File: src/rtl/vending_sequencer_pkg.sv
// Shared definitions for the vending machine datapath: coin/item counts,
// coin values, item prices, controller state encoding and default timing.
package vending_machine_def;

  localparam int kNumCoins = 3;
  localparam int kNumItems = 4;

  localparam int unsigned kWaitTimeDefault = 32'd10;
  localparam int unsigned kMaxTotalDefault = 32'd10000;

  typedef enum logic [1:0] {
    ST_IDLE    = 2'd0,
    ST_COLLECT = 2'd1,
    ST_RETURN  = 2'd2
  } state_e;

  // Face value of coin index (bit position in the coin vectors).
  function automatic logic [31:0] coin_value(input int unsigned idx);
    case (idx)
      32'd0:   coin_value = 32'd100;
      32'd1:   coin_value = 32'd500;
      32'd2:   coin_value = 32'd1000;
      default: coin_value = 32'd0;
    endcase
  endfunction

  // Price of item index (bit position in the item vectors).
  function automatic logic [31:0] item_price(input int unsigned idx);
    case (idx)
      32'd0:   item_price = 32'd400;
      32'd1:   item_price = 32'd500;
      32'd2:   item_price = 32'd1000;
      32'd3:   item_price = 32'd2000;
      default: item_price = 32'd0;
    endcase
  endfunction

  // True when exactly one bit of an item select vector is set.
  function automatic logic is_onehot_item(input logic [kNumItems-1:0] v);
    is_onehot_item = (v != {kNumItems{1'b0}}) &&
                     ((v & (v - kNumItems'(1))) == {kNumItems{1'b0}});
  endfunction

endpackage

File: src/rtl/vending_change_picker.sv
// Greedy change selector: given the remaining credit, picks the largest coin
// that does not exceed it and reports that coin one-hot plus its value.
module vending_change_picker
  import vending_machine_def::*;
#(
  parameter int TOTAL_W = 32
) (
  input  logic [TOTAL_W-1:0]   total_i,
  output logic [kNumCoins-1:0] coin_o,
  output logic [TOTAL_W-1:0]   value_o
);

  // Largest-first priority chain; nothing is picked below the smallest coin.
  always_comb begin
    coin_o  = {kNumCoins{1'b0}};
    value_o = {TOTAL_W{1'b0}};
    if (total_i >= TOTAL_W'(coin_value(32'd2))) begin
      coin_o  = 3'b100;
      value_o = TOTAL_W'(coin_value(32'd2));
    end else if (total_i >= TOTAL_W'(coin_value(32'd1))) begin
      coin_o  = 3'b010;
      value_o = TOTAL_W'(coin_value(32'd1));
    end else if (total_i >= TOTAL_W'(coin_value(32'd0))) begin
      coin_o  = 3'b001;
      value_o = TOTAL_W'(coin_value(32'd0));
    end else begin
      coin_o  = {kNumCoins{1'b0}};
      value_o = {TOTAL_W{1'b0}};
    end
  end

endmodule

File: src/rtl/vending_sequencer.sv
// Vending machine controller: credits coins, runs the inactivity timer,
// grants single-item dispenses and returns change one coin per cycle.
// Optional build macro: VEND_AUTO_CHANGE_EN -- when defined, a dispense that
// leaves credit behind starts the change return immediately.
module vending_sequencer
  import vending_machine_def::*;
#(
  parameter int unsigned WAIT_TIME = kWaitTimeDefault,
  parameter int          TOTAL_W   = 32,
  parameter int unsigned MAX_TOTAL = kMaxTotalDefault
) (
  input  logic                 clk,
  input  logic                 reset,
  input  logic [kNumCoins-1:0] i_input_coin,
  input  logic [kNumItems-1:0] i_select_item,
  input  logic                 i_trigger_return,
  output logic [kNumItems-1:0] o_available_item,
  output logic [kNumItems-1:0] o_output_item,
  output logic [kNumCoins-1:0] o_return_coin,
  output logic [TOTAL_W-1:0]   o_current_total,
  output logic [TOTAL_W-1:0]   o_wait_time,
  output logic                 o_busy
);

  state_e               state_q, state_d;
  logic [TOTAL_W-1:0]   total_q, total_d;
  logic [TOTAL_W-1:0]   timer_q, timer_d;
  logic [kNumItems-1:0] avail_q, avail_d;
  logic [kNumItems-1:0] item_q, item_d;
  logic [kNumCoins-1:0] coin_q, coin_d;
  logic                 busy_q, busy_d;

  logic [TOTAL_W-1:0]   coin_sum;
  logic [TOTAL_W-1:0]   sel_price;
  logic                 credit;
  logic                 sel_ok;
  logic                 reload;
  logic                 ret_event;
  logic [TOTAL_W-1:0]   total_nx;
  logic [TOTAL_W-1:0]   pick_total;
  logic [kNumCoins-1:0] pick_coin;
  logic [TOTAL_W-1:0]   pick_val;

  // Deposit and selection evaluation against the pre-coin total.
  always_comb begin
    coin_sum  = {TOTAL_W{1'b0}};
    sel_price = {TOTAL_W{1'b0}};
    for (int i = 0; i < kNumCoins; i++) begin
      if (i_input_coin[i]) begin
        coin_sum = coin_sum + TOTAL_W'(coin_value(i));
      end else begin
        coin_sum = coin_sum;
      end
    end
    for (int i = 0; i < kNumItems; i++) begin
      if (i_select_item[i]) begin
        sel_price = sel_price | TOTAL_W'(item_price(i));
      end else begin
        sel_price = sel_price;
      end
    end
    credit = (state_q != ST_RETURN) && (coin_sum != {TOTAL_W{1'b0}}) &&
             ((total_q + coin_sum) <= TOTAL_W'(MAX_TOTAL));
    sel_ok = (state_q == ST_COLLECT) && is_onehot_item(i_select_item) &&
             (total_q >= sel_price);
    reload = credit || sel_ok;
    total_nx = total_q + (credit ? coin_sum : {TOTAL_W{1'b0}})
                       - (sel_ok ? sel_price : {TOTAL_W{1'b0}});
  end

  // On entry to RETURN the first coin comes from the freshly updated total;
  // inside RETURN it comes from the registered total.
  assign pick_total = (state_q == ST_RETURN) ? total_q : total_nx;

  vending_change_picker #(
    .TOTAL_W (TOTAL_W)
  ) u_change_picker (
    .total_i (pick_total),
    .coin_o  (pick_coin),
    .value_o (pick_val)
  );

  // Next-state and registered-output logic of the controller FSM.
  always_comb begin
    state_d   = state_q;
    total_d   = total_q;
    timer_d   = timer_q;
    item_d    = {kNumItems{1'b0}};
    coin_d    = {kNumCoins{1'b0}};
    busy_d    = 1'b0;
    ret_event = 1'b0;
    case (state_q)
      ST_IDLE: begin
        total_d = total_nx;
        if (credit) begin
          state_d = ST_COLLECT;
          timer_d = TOTAL_W'(WAIT_TIME);
        end else begin
          state_d = ST_IDLE;
        end
      end
      ST_COLLECT: begin
        total_d = total_nx;
        item_d  = sel_ok ? i_select_item : {kNumItems{1'b0}};
        if (reload) begin
          timer_d = TOTAL_W'(WAIT_TIME);
        end else if (timer_q != {TOTAL_W{1'b0}}) begin
          timer_d = timer_q - TOTAL_W'(1);
        end else begin
          timer_d = {TOTAL_W{1'b0}};
        end
`ifdef VEND_AUTO_CHANGE_EN
        ret_event = i_trigger_return ||
                    (!reload && (timer_q == {TOTAL_W{1'b0}})) ||
                    (sel_ok && (total_nx != {TOTAL_W{1'b0}}));
`else
        ret_event = i_trigger_return ||
                    (!reload && (timer_q == {TOTAL_W{1'b0}}));
`endif
        if (ret_event && (total_nx != {TOTAL_W{1'b0}})) begin
          state_d = ST_RETURN;
          timer_d = {TOTAL_W{1'b0}};
          coin_d  = pick_coin;
          total_d = total_nx - pick_val;
          busy_d  = 1'b1;
        end else if (ret_event) begin
          state_d = ST_IDLE;
          timer_d = {TOTAL_W{1'b0}};
        end else begin
          state_d = ST_COLLECT;
        end
      end
      ST_RETURN: begin
        timer_d = {TOTAL_W{1'b0}};
        if ((total_q != {TOTAL_W{1'b0}}) && (pick_coin != {kNumCoins{1'b0}})) begin
          coin_d  = pick_coin;
          total_d = total_q - pick_val;
          busy_d  = 1'b1;
        end else begin
          // Remainder below the smallest coin cannot be paid out; drop it.
          state_d = ST_IDLE;
          total_d = {TOTAL_W{1'b0}};
        end
      end
      default: begin
        state_d = ST_IDLE;
        total_d = {TOTAL_W{1'b0}};
        timer_d = {TOTAL_W{1'b0}};
      end
    endcase
  end

  // Availability mirrors the registered total one cycle later, blanked in RETURN.
  always_comb begin
    avail_d = {kNumItems{1'b0}};
    for (int i = 0; i < kNumItems; i++) begin
      if (state_d != ST_RETURN) begin
        avail_d[i] = (total_q >= TOTAL_W'(item_price(i)));
      end else begin
        avail_d[i] = 1'b0;
      end
    end
  end

  // State and output registers with synchronous reset.
  always_ff @(posedge clk) begin
    if (reset) begin
      state_q <= ST_IDLE;
      total_q <= {TOTAL_W{1'b0}};
      timer_q <= {TOTAL_W{1'b0}};
      avail_q <= {kNumItems{1'b0}};
      item_q  <= {kNumItems{1'b0}};
      coin_q  <= {kNumCoins{1'b0}};
      busy_q  <= 1'b0;
    end else begin
      state_q <= state_d;
      total_q <= total_d;
      timer_q <= timer_d;
      avail_q <= avail_d;
      item_q  <= item_d;
      coin_q  <= coin_d;
      busy_q  <= busy_d;
    end
  end

  assign o_available_item = avail_q;
  assign o_output_item    = item_q;
  assign o_return_coin    = coin_q;
  assign o_current_total  = total_q;
  assign o_wait_time      = timer_q;
  assign o_busy           = busy_q;

endmodule

File: config.mk
export PLATFORM = sky130hd
export DESIGN_NAME = vending_sequencer
export DESIGN_NICKNAME = d
export VERILOG_FILES = /design/src/rtl/vending_sequencer_pkg.sv /design/src/rtl/vending_change_picker.sv /design/src/rtl/vending_sequencer.sv
export SDC_FILE = /design/constraint.sdc
export NUM_CORES = 1
export LEC_CHECK = 0
export ABC_AREA = 1
export BUFFER_PORTS_ARGS = -buffer_cell sky130_fd_sc_hd__buf_2
export CAP_MARGIN = 5
export CORE_ASPECT_RATIO = 2
export CORE_UTILIZATION = 64
export DETAILED_ROUTE_END_ITERATION = 8
export PLACE_DENSITY_LB_ADDON = 0.2
export SKIP_LAST_GASP = 1
export SLEW_MARGIN = 0
export SYNTH_ARGS = -nofsm -noshare
export SYNTH_HDL_FRONTEND = slang
export SYNTH_HIERARCHICAL = 1
export SYNTH_SLANG_ARGS = --single-unit
File: constraint.sdc
create_clock -name clk -period 9.2 [get_ports clk]
set_clock_uncertainty 0.05 [all_clocks]
set_input_delay 0 -clock clk [delete_from_list [all_inputs] [get_ports clk]]
set_output_delay 0 -clock clk [all_outputs]
set_load 0.02 [all_outputs]
==> results_tabular.tex, run 1 <==
\begin{tabular}{lr}
\hline
Metric & Value \\
\hline
\multicolumn{2}{l}{\textbf{Timing}} \\
Unrepaired setup endpoints after global routing & no \\
Number of hold-slack violations in the final timing report & 0 \\
Total of endpoints with negative setup slack in the final report & 0 \\
Max-slew violation total from the final report & 0 \\
Max Clk Rate & 113 MHz \\
Least-Margin Pin Slew & 1.13 ns \\
Portion of the clock cycle consumed by the worst path in the final layout & 96.6\% \\
Setup Total Neg Slack & 0 ns \\
Crit path time final & 8.89 ns \\
Hold Worst Slack & 0.0806 ns \\
Post-layout worst setup margin & 0.312 ns \\
Relative slew margins & 23.8\% \\
\multicolumn{2}{l}{\textbf{Place}} \\
I/O Buffers & 85 \\
Global placement routability congestion & 1.09 \\
Half-perimeter wire length after detailed placement & 42600 µm \\
Post-place setup slack & -0.0103 ns \\
\multicolumn{2}{l}{\textbf{Die}} \\
Core footprint & 20500 µm² \\
Total die area & 21600 µm² \\
IO Count & 86 \\
Y dimension of the die & 207 µm \\
X dimension of the die & 104 µm \\
Initial Util & 65.5\% \\
FP Rows & 74 \\
\multicolumn{2}{l}{\textbf{Critical path}} \\
Setup crit end kind & register \\
CP max-delay cell & fa\_1 \\
Maximum fanout encountered on the critical timing path & 8 \\
Startpoint kind of the worst setup timing path & register \\
Max incr delay on CP & 0.50 ns \\
Cell with the most instances on the worst path & nand2\_1 \\
Type of the worst setup path & register to register \\
Critical path required time & 9.44 ns \\
Data arrival time of the worst path & 9.12 ns \\
\multicolumn{2}{l}{\textbf{Synthesis}} \\
List of most frequent post-synthesis cells & nand2\_1, inv\_1, nor2\_1 \\
Adder-cell area share of the yosys netlist & 16.4\% \\
Cell with the most instances after synthesis & nand2\_1 \\
Netlist area before placement & 13400 µm² \\
Fraction of the mapped netlist area in compound gates & 16.4\% \\
Biggest area consumer among synthesized cells & nand2\_1 \\
Share of synthesized area occupied by flip-flops and latches & 11.7\% \\
Proportion of netlist area held by the largest area contributor & 17.1\% \\
Instance count of the mapped netlist & 2331 \\
Average footprint of a synthesized cell & 5.75 µm² \\
Post-synthesis async set-or-reset flop share & 0\% \\
Number of distinct library cells after synthesis & 59 \\
Area fraction in and, or, nand and nor cells after synthesis & 36.6\% \\
Synth Flop Type & dfxtp\_1 \\
Xor/xnor share of the synthesized area & 4.96\% \\
Number of warnings reported in the yosys synthesis log & 6 \\
Dominant combinational cell family by area after synthesis & simple AND/OR/NAND/NOR gates \\
Ranking of synthesized cells by area & nand2\_1, ha\_1, dfxtp\_1 \\
Flops \& latches, synth & 78 \\
Number of enable flip-flop cells after synthesis & 0 \\
Share of cell area taken by muxes after synthesis & 0\% \\
\multicolumn{2}{l}{\textbf{Worst hold path}} \\
Type of the tightest min-delay check & input port to register \\
\multicolumn{2}{l}{\textbf{Global route}} \\
Global-route usage over all layers & 50.2\% \\
Number of antenna violations at the first check in global routing & 0 \\
Pin count of the biggest net entering global routing & 36 \\
Number of global-route vias before repair & 16528 \\
First-pass GRT wire length & 82500 µm \\
Met3 routing resource usage after global routing & 15.0\% \\
Routing usage on met2 & 86.4\% \\
Grt peak-use layer & met2 \\
Total overflow reported by the global router & 0 \\
Met1 track demand over resource in global routing & 42.1\% \\
\multicolumn{2}{l}{\textbf{Layout}} \\
Area occupied by registers & 1560 µm² \\
Core Util, Final & 70.6\% \\
Area taken by multi-input logic gates & 10100 µm² \\
Area added between synthesis and finish & 7.88\% \\
Filler cell count in the final layout & 1915 \\
Proportion of layout cells with a drive suffix above 1 & 8.14\% \\
Layout net count & 2594 \\
Diodes inserted & 0 \\
\multicolumn{2}{l}{\textbf{Clock network}} \\
CTS buffer count & 9 \\
Cell at the root of the clock tree & clkbuf\_16 \\
TritonCTS clock tree & done \\
Clock slew at the register clock pins of the worst setup and hold paths & 0.07 ns \\
Clk buf depth & 2 \\
Number of H-tree levels & 3 \\
Num Clock Sinks & 78 \\
Later-pin clock latency in the skew report & 0.38 ns \\
\multicolumn{2}{l}{\textbf{Detailed routing}} \\
Routed Wire Length & 53500 µm \\
Number of vias in the routed layout & 16365 \\
Iteration-0 DRC count of the detailed router & 1403 \\
Average wire per cell in the routed design & 19.9 µm \\
Antenna-violating nets left & 0 \\
Count of TritonRoute iterations in the first routing pass & 8 \\
Avg Vias per Cell & 6.09 \\
DRC violation count after routing & 0 \\
\multicolumn{2}{l}{\textbf{Status}} \\
Outcome & complete, no violations \\
\multicolumn{2}{l}{\textbf{Run}} \\
Number of maximum-capacitance constraint violations & 0 \\
\hline
\end{tabular}
-- critical path, delay by kind of cell, from the launching register on --
family          cells  cell delay, ns
compound gates      7            1.45
buf+inv             6            0.60
flops               1            0.43
simple gates       31            4.43
fa+ha+maj           5            1.83
-- final timing paths --
| kind | start | endpoint | slack (ns) | cells past startpoint |
|---|---|---|---|---|
| hold reg to reg | o_wait_time[30]$_SDFFE_PP0P_ | o_wait_time[30]$_SDFFE_PP0P_ | 0.46 | 2 |
| setup reg to reg | o_current_total[2]$_SDFF_PP0_ | o_current_total[27]$_SDFF_PP0_ | 0.31 | 49 |
| hold / removal | reset | o_wait_time[11]$_SDFFE_PP0P_ | 0.08 | 3 |
| setup / recovery | o_current_total[2]$_SDFF_PP0_ | o_current_total[27]$_SDFF_PP0_ | 0.31 | 49 |
-- timing repair --
item	4_1_cts	5_1_grt
resized for setup	0	17
hold buffers	4	0
buffers inserted	0	4
endpoints found under the hold margin	4	0
setup endpoints to repair	0	25
-- per-stage QoR --
step	cell area, µm²	cells
final	14500	2685
after global placement	14000	2662
after global routing	14500	2685
after floorplan	13500	2354
after CTS	14400	2681
after detailed placement	14000	2662
-- flip-flops by register name, summed over array words and instances (netlist names) --
| name | cells |
|---|---|
| o_busy | 1 |
| o_available_item | 4 |
| o_wait_time | 32 |
| o_output_item | 4 |
| o_current_total | 32 |
| o_return_coin | 3 |
| state_q | 2 |
-- area by class of cell --
| type | instances | share of cell area, % |
|---|---|---|
| timing repair buffer | 120 | 4.83 |
| clock inverter | 6 | 0.485 |
| multi-input combinational | 1818 | 69.9 |
| sequential | 78 | 10.8 |
| tap | 266 | 2.30 |
| clock buffer | 9 | 1.56 |
| inverter | 388 | 10.1 |
-- metal layers --
layer	part of all wire [%]	up-vias	wire, µm
li1	-	7663	-
met1	30	7277	16200
met2	47	980	25300
met3	9.2	445	4940
met4	13	0	7160
met5	0	-	0
-- placed cells by master, fill, tap and decap left out, types with 5 or more instances in the layout --
cell type  count
clkbuf_16      9
o21bai_1      12
o22ai_1       12
conb_1        24
a21oi_1      201
o21ai_0      121
o211ai_1       6
nor4_1        14
buf_2         85
xnor2_1       28
nand3b_1       7
inv_2         14
ha_1         157
xor2_1        45
nand2_2       11
nand3_1      166
nand2_1      610
nand4_1       43
inv_1        372
nand3_2        5
a21o_1         6
buf_4         31
a31oi_1       11
o21ai_1        8
nor3_1        45
fa_1          11
dfxtp_1       77
nor2_2         8
nor2_1       216
-- kinds of logic (layout without fill, tap and decap cells) --
kind of cell | after synthesis | after routing
AOI/OAI and AO/OA | 406 | 406
buffers and inverters | 458 | 523
DFF | 78 | 78
and+or+nand+nor | 1144 | 1144
xor gates and xnor gates | 75 | 75
adders and majority gates | 169 | 169
other | 1 | 24
Power of run 1 is left out: the tool's default activity adds up to more than one toggle a clock period on the data nets, which glitch-free logic cannot reach.
==> run 2: changes to the inputs <==
--- a/config.mk
+++ b/config.mk
@@ -5,11 +5,10 @@
 export SDC_FILE = /design/constraint.sdc
 export NUM_CORES = 1
 export LEC_CHECK = 0
-export ABC_AREA = 1
 export BUFFER_PORTS_ARGS = -buffer_cell sky130_fd_sc_hd__buf_2
 export CAP_MARGIN = 5
 export CORE_ASPECT_RATIO = 2
-export CORE_UTILIZATION = 64
+export CORE_UTILIZATION = 63
 export DETAILED_ROUTE_END_ITERATION = 8
 export PLACE_DENSITY_LB_ADDON = 0.2
 export SKIP_LAST_GASP = 1
==> run 2 against run 1 <==
Effect of this change:
- the flow now stops in 5_1_grt
- area after synthesis is 10% lower
- synthesized cell count decreased by 29%
==> results_tabular.tex, run 2 <==
\begin{tabular}{lr}
\hline
Metric & Value \\
\hline
\multicolumn{2}{l}{\textbf{Synthesis}} \\
Average footprint of a synthesized cell & 7.25 µm² \\
Netlist area before placement & 12000 µm² \\
Instance count of the mapped netlist & 1658 \\
List of most frequent post-synthesis cells & ha\_1, nor2\_1, a21oi\_1 \\
Share of synthesized area occupied by flip-flops and latches & 13.0\% \\
Proportion of netlist area held by the largest area contributor & 16.4\% \\
Ranking of synthesized cells by area & ha\_1, dfxtp\_1, a21oi\_1 \\
Flops \& latches, synth & 78 \\
Synth Flop Type & dfxtp\_1 \\
Number of warnings reported in the yosys synthesis log & 6 \\
Number of enable flip-flop cells after synthesis & 0 \\
Cell with the most instances after synthesis & ha\_1 \\
Number of distinct library cells after synthesis & 86 \\
Post-synthesis async set-or-reset flop share & 0\% \\
Biggest area consumer among synthesized cells & ha\_1 \\
\multicolumn{2}{l}{\textbf{Die}} \\
IO Count & 86 \\
Y dimension of the die & 197 µm \\
Initial Util & 64.2\% \\
FP Rows & 71 \\
X dimension of the die & 99.7 µm \\
\multicolumn{2}{l}{\textbf{Global route}} \\
First-pass GRT wire length & 84000 µm \\
Global-route usage over all layers & 55.9\% \\
Number of global-route vias before repair & 15165 \\
Total overflow reported by the global router & 3 \\
Pin count of the biggest net entering global routing & 55 \\
\multicolumn{2}{l}{\textbf{Clock network}} \\
CTS buffer count & 9 \\
Num Clock Sinks & 78 \\
Number of H-tree levels & 3 \\
Cell at the root of the clock tree & clkbuf\_16 \\
Clk buf depth & 2 \\
\multicolumn{2}{l}{\textbf{Status}} \\
Outcome & did not finish \\
First logged error message & [ERROR GRT-0116] Global routing finished with congestion. Check the congestion regions in the DRC Viewer. \\
Stage at which the run stopped & 5\_1\_grt \\
\multicolumn{2}{l}{\textbf{Place}} \\
Post-place setup slack & -0.637 ns \\
Half-perimeter wire length after detailed placement & 39500 µm \\
Placed Instance Area & 14300 µm² \\
Global placement routability congestion & 1.06 \\
I/O Buffers & 85 \\
\hline
\end{tabular}
-- run 2: cell count changes after synthesis, sizes merged, moves of 20 or more --
| cell | change |
|---|---|
| nand4 | -20 |
| nand2b | +23 |
| nand3 | -120 |
| a21oi | -61 |
| nor2b | +24 |
| nor2 | -77 |
| nand2 | -503 |
| a21o | +21 |
| xnor2 | +32 |
| or3 | +22 |
| inv | -255 |
| o21ai | -35 |
-- run 2: what timing repair did --
item,in CTS
hold buffers,2
buffers inserted,3
endpoints found under the hold margin,2
pin swaps,7
gates resized for setup,14
setup endpoints to repair,11
-- run 2: cells by family after synthesis --
kind of cell	share of synthesized area, %
DFF	13.0
buffers and inverters	7.81
other	0.0312
and+or+nand+nor	24.6
xor gates and xnor gates	6.48
muxes	1.68
adders and majority gates	18.3
AOI/OAI and AO/OA	28.2
-- run 2: per-layer routing --
| metal | GRT overflow | GRT usage, % |
|---|---|---|
| met5 | 0 | 0.796 |
| met3 | 1 | 23.6 |
| met4 | 2 | 63.2 |
| met1 | 0 | 50.3 |
| met2 | 0 | 87.6 |
-- run 2: through the flow --
| step | instances | util, % | hold WS (ns) |
|---|---|---|---|
| detailed placement | 2182 | 76.2 | 0.293 |
| global placement | 2182 | 76.2 | 0.279 |
| CTS | 2202 | 78.4 | 0.0173 |
| floorplan | 1681 | - | 0.114 |
==> run 3: changes to the inputs <==
--- a/config.mk
+++ b/config.mk
@@ -7,10 +7,9 @@
 export LEC_CHECK = 0
 export BUFFER_PORTS_ARGS = -buffer_cell sky130_fd_sc_hd__buf_2
 export CAP_MARGIN = 5
-export CORE_ASPECT_RATIO = 2
-export CORE_UTILIZATION = 63
+export CORE_UTILIZATION = 40
 export DETAILED_ROUTE_END_ITERATION = 8
-export PLACE_DENSITY_LB_ADDON = 0.2
+export PLACE_DENSITY_LB_ADDON = 0.15
 export SKIP_LAST_GASP = 1
 export SLEW_MARGIN = 0
 export SYNTH_ARGS = -nofsm -noshare
==> run 3 against run 2 <==
Effect of this change:
- the flow now finishes, with violations (DRC, setup timing)
- area after synthesis did not move
- synthesized cell count unchanged
==> results_tabular.tex, run 3 <==
\begin{tabular}{lr}
\hline
Metric & Value \\
\hline
\multicolumn{2}{l}{\textbf{Global route}} \\
Global-route usage over all layers & 28.9\% \\
Number of global-route vias before repair & 12454 \\
Total overflow reported by the global router & 0 \\
First-pass GRT wire length & 69500 µm \\
Number of antenna violations at the first check in global routing & 1 \\
Pin count of the biggest net entering global routing & 55 \\
\multicolumn{2}{l}{\textbf{Synthesis}} \\
Number of distinct library cells after synthesis & 86 \\
Average footprint of a synthesized cell & 7.25 µm² \\
Biggest area consumer among synthesized cells & ha\_1 \\
Post-synthesis async set-or-reset flop share & 0\% \\
Number of enable flip-flop cells after synthesis & 0 \\
Cell with the most instances after synthesis & ha\_1 \\
Number of warnings reported in the yosys synthesis log & 6 \\
Instance count of the mapped netlist & 1658 \\
List of most frequent post-synthesis cells & ha\_1, nor2\_1, a21oi\_1 \\
Synth Flop Type & dfxtp\_1 \\
Share of synthesized area occupied by flip-flops and latches & 13.0\% \\
Ranking of synthesized cells by area & ha\_1, dfxtp\_1, a21oi\_1 \\
Flops \& latches, synth & 78 \\
Netlist area before placement & 12000 µm² \\
Proportion of netlist area held by the largest area contributor & 16.4\% \\
\multicolumn{2}{l}{\textbf{Critical path}} \\
Worst path bufs/invs & 12 \\
CP max-delay cell & fa\_1 \\
Data arrival time of the worst path & 9.49 ns \\
Maximum fanout encountered on the critical timing path & 4 \\
Setup crit end kind & register \\
CP delay by family, top & compound AO/OA/AOI/OAI gates \\
Max incr delay on CP & 0.48 ns \\
Startpoint kind of the worst setup timing path & register \\
Critical path required time & 9.36 ns \\
Type of the worst setup path & register to register \\
Cell with the most instances on the worst path & buf\_6 \\
\multicolumn{2}{l}{\textbf{Timing}} \\
Relative slew margins & 42.0\% \\
Portion of the clock cycle consumed by the worst path in the final layout & 101\% \\
Total of endpoints with negative setup slack in the final report & 6 \\
Unrepaired setup endpoints after global routing & yes \\
Max Clk Rate & 107 MHz \\
Number of hold-slack violations in the final timing report & 0 \\
Least-Margin Pin Slew & 0.866 ns \\
Post-layout worst setup margin & -0.125 ns \\
Crit path time final & 9.33 ns \\
Max-slew violation total from the final report & 0 \\
Hold Worst Slack & 0.109 ns \\
\multicolumn{2}{l}{\textbf{Die}} \\
Initial Util & 40.6\% \\
FP Rows & 63 \\
X dimension of the die & 175 µm \\
Total die area & 30800 µm² \\
IO Count & 86 \\
Y dimension of the die & 175 µm \\
Core footprint & 29600 µm² \\
\multicolumn{2}{l}{\textbf{Layout}} \\
Filler cell count in the final layout & 2912 \\
Most frequent standard cell in the layout excluding fill and tap cells & buf\_4 \\
Proportion of layout cells with a drive suffix above 1 & 28.2\% \\
Most frequent cells in the layout & buf\_4, ha\_1, nor2\_1, a21oi\_1, inv\_1 \\
Core Util, Final & 54.5\% \\
Layout net count & 2199 \\
Diodes inserted & 0 \\
Fin area & 16100 µm² \\
Area added between synthesis and finish & 34.2\% \\
\multicolumn{2}{l}{\textbf{Place}} \\
Half-perimeter wire length after detailed placement & 37300 µm \\
Placed Instance Area & 14800 µm² \\
I/O Buffers & 85 \\
Global placement routability congestion & 0.998 \\
\multicolumn{2}{l}{\textbf{Detailed routing}} \\
Met2 wire length & 19200 µm \\
Routed metal-1 wirelength & 22900 µm \\
Antenna-violating nets left & 0 \\
Iteration-0 DRC count of the detailed router & 1448 \\
Number of vias in the routed layout & 13961 \\
Avg Vias per Cell & 5.78 \\
Topmost layer with routed signal wires & met4 \\
DRC violation count after routing & 2 \\
Routed Wire Length & 46600 µm \\
Average wire per cell in the routed design & 19.3 µm \\
Count of TritonRoute iterations in the first routing pass & 9 \\
Met3 routed wirelength & 3600 µm \\
\multicolumn{2}{l}{\textbf{Clock network}} \\
Num Clock Sinks & 78 \\
Clock slew at the register clock pins of the worst setup and hold paths & 0.08 ns \\
Later-pin clock latency in the skew report & 0.35 ns \\
TritonCTS clock tree & done \\
CTS buffer count & 9 \\
Number of H-tree levels & 3 \\
Cell at the root of the clock tree & clkbuf\_16 \\
Clk buf depth & 2 \\
\multicolumn{2}{l}{\textbf{Worst hold path}} \\
Type of the tightest min-delay check & input port to register \\
\multicolumn{2}{l}{\textbf{Status}} \\
Outcome & finished with violations \\
Failing checks & DRC, setup timing \\
\multicolumn{2}{l}{\textbf{Run}} \\
Number of maximum-capacitance constraint violations & 0 \\
\hline
\end{tabular}
run 3: cell counts after synthesis:
Identical to the previous run, type by type.
run 3: layout make-up:
type                            count  area, µm²  area share (%)
Clock buffer                        9        225            1.40
Tap cell                          390        488            3.02
Sequential cell                    78       1570            9.71
Clock inverter                      7       88.8           0.550
Multi-Input combinational cell   1390      10400            64.2
Timing Repair Buffer              409       2910            18.1
Inverter                          132        495            3.07
run 3: repair_timing:
action	4_1_cts	5_1_grt
hold buffers	3	0
endpoints found under the setup margin	20	22
resized for setup	63	99
setup buffers	11	22
pin swaps	39	85
endpoints found under the hold margin	4	0
run 3: worst paths after layout:
path	from	end	slack, ns	cells past startpoint
setup reg to reg	o_current_total[2]$_SDFF_PP0_	o_current_total[29]$_SDFF_PP0_	-0.13	48
setup / recovery	o_current_total[2]$_SDFF_PP0_	o_current_total[29]$_SDFF_PP0_	-0.13	48
hold reg to reg	o_wait_time[10]$_SDFFE_PP0P_	o_wait_time[10]$_SDFFE_PP0P_	0.44	2
hold / removal	reset	o_wait_time[11]$_SDFFE_PP0P_	0.11	2
run 3: logic make-up (layout without fill, tap and decap cells):
| logic type | count (synthesis) | after routing | synth area share [%] |
|---|---|---|---|
| fa+ha+maj | 169 | 169 | 18.3 |
| compound gates | 509 | 509 | 28.2 |
| other cells | 1 | 24 | 0.0312 |
| simple gates | 580 | 580 | 24.6 |
| buf+inv | 213 | 557 | 7.81 |
| flops | 78 | 78 | 13.0 |
| xor+xnor | 89 | 89 | 6.48 |
| mux | 19 | 19 | 1.68 |
run 3: through the flow:
step                      worst slack [ns]  cells  TNS [ns]
after floorplan                     0.0415   1681         0
after global placement              -0.837   2365     -8.46
after detailed placement             -1.02   2365    -11.60
after CTS                          -0.0863   2395    -0.227
after global routing                -0.468   2415     -4.46
final                               -0.125   2415    -0.276
run 3: routing by layer:
metal	track usage, %	vias up
li1	-	6773
met1	43.7	6608
met2	41.5	524
met3	5.19	56
met4	6.96	0
met5	0	-
Power of run 3 is left out for the same reason.
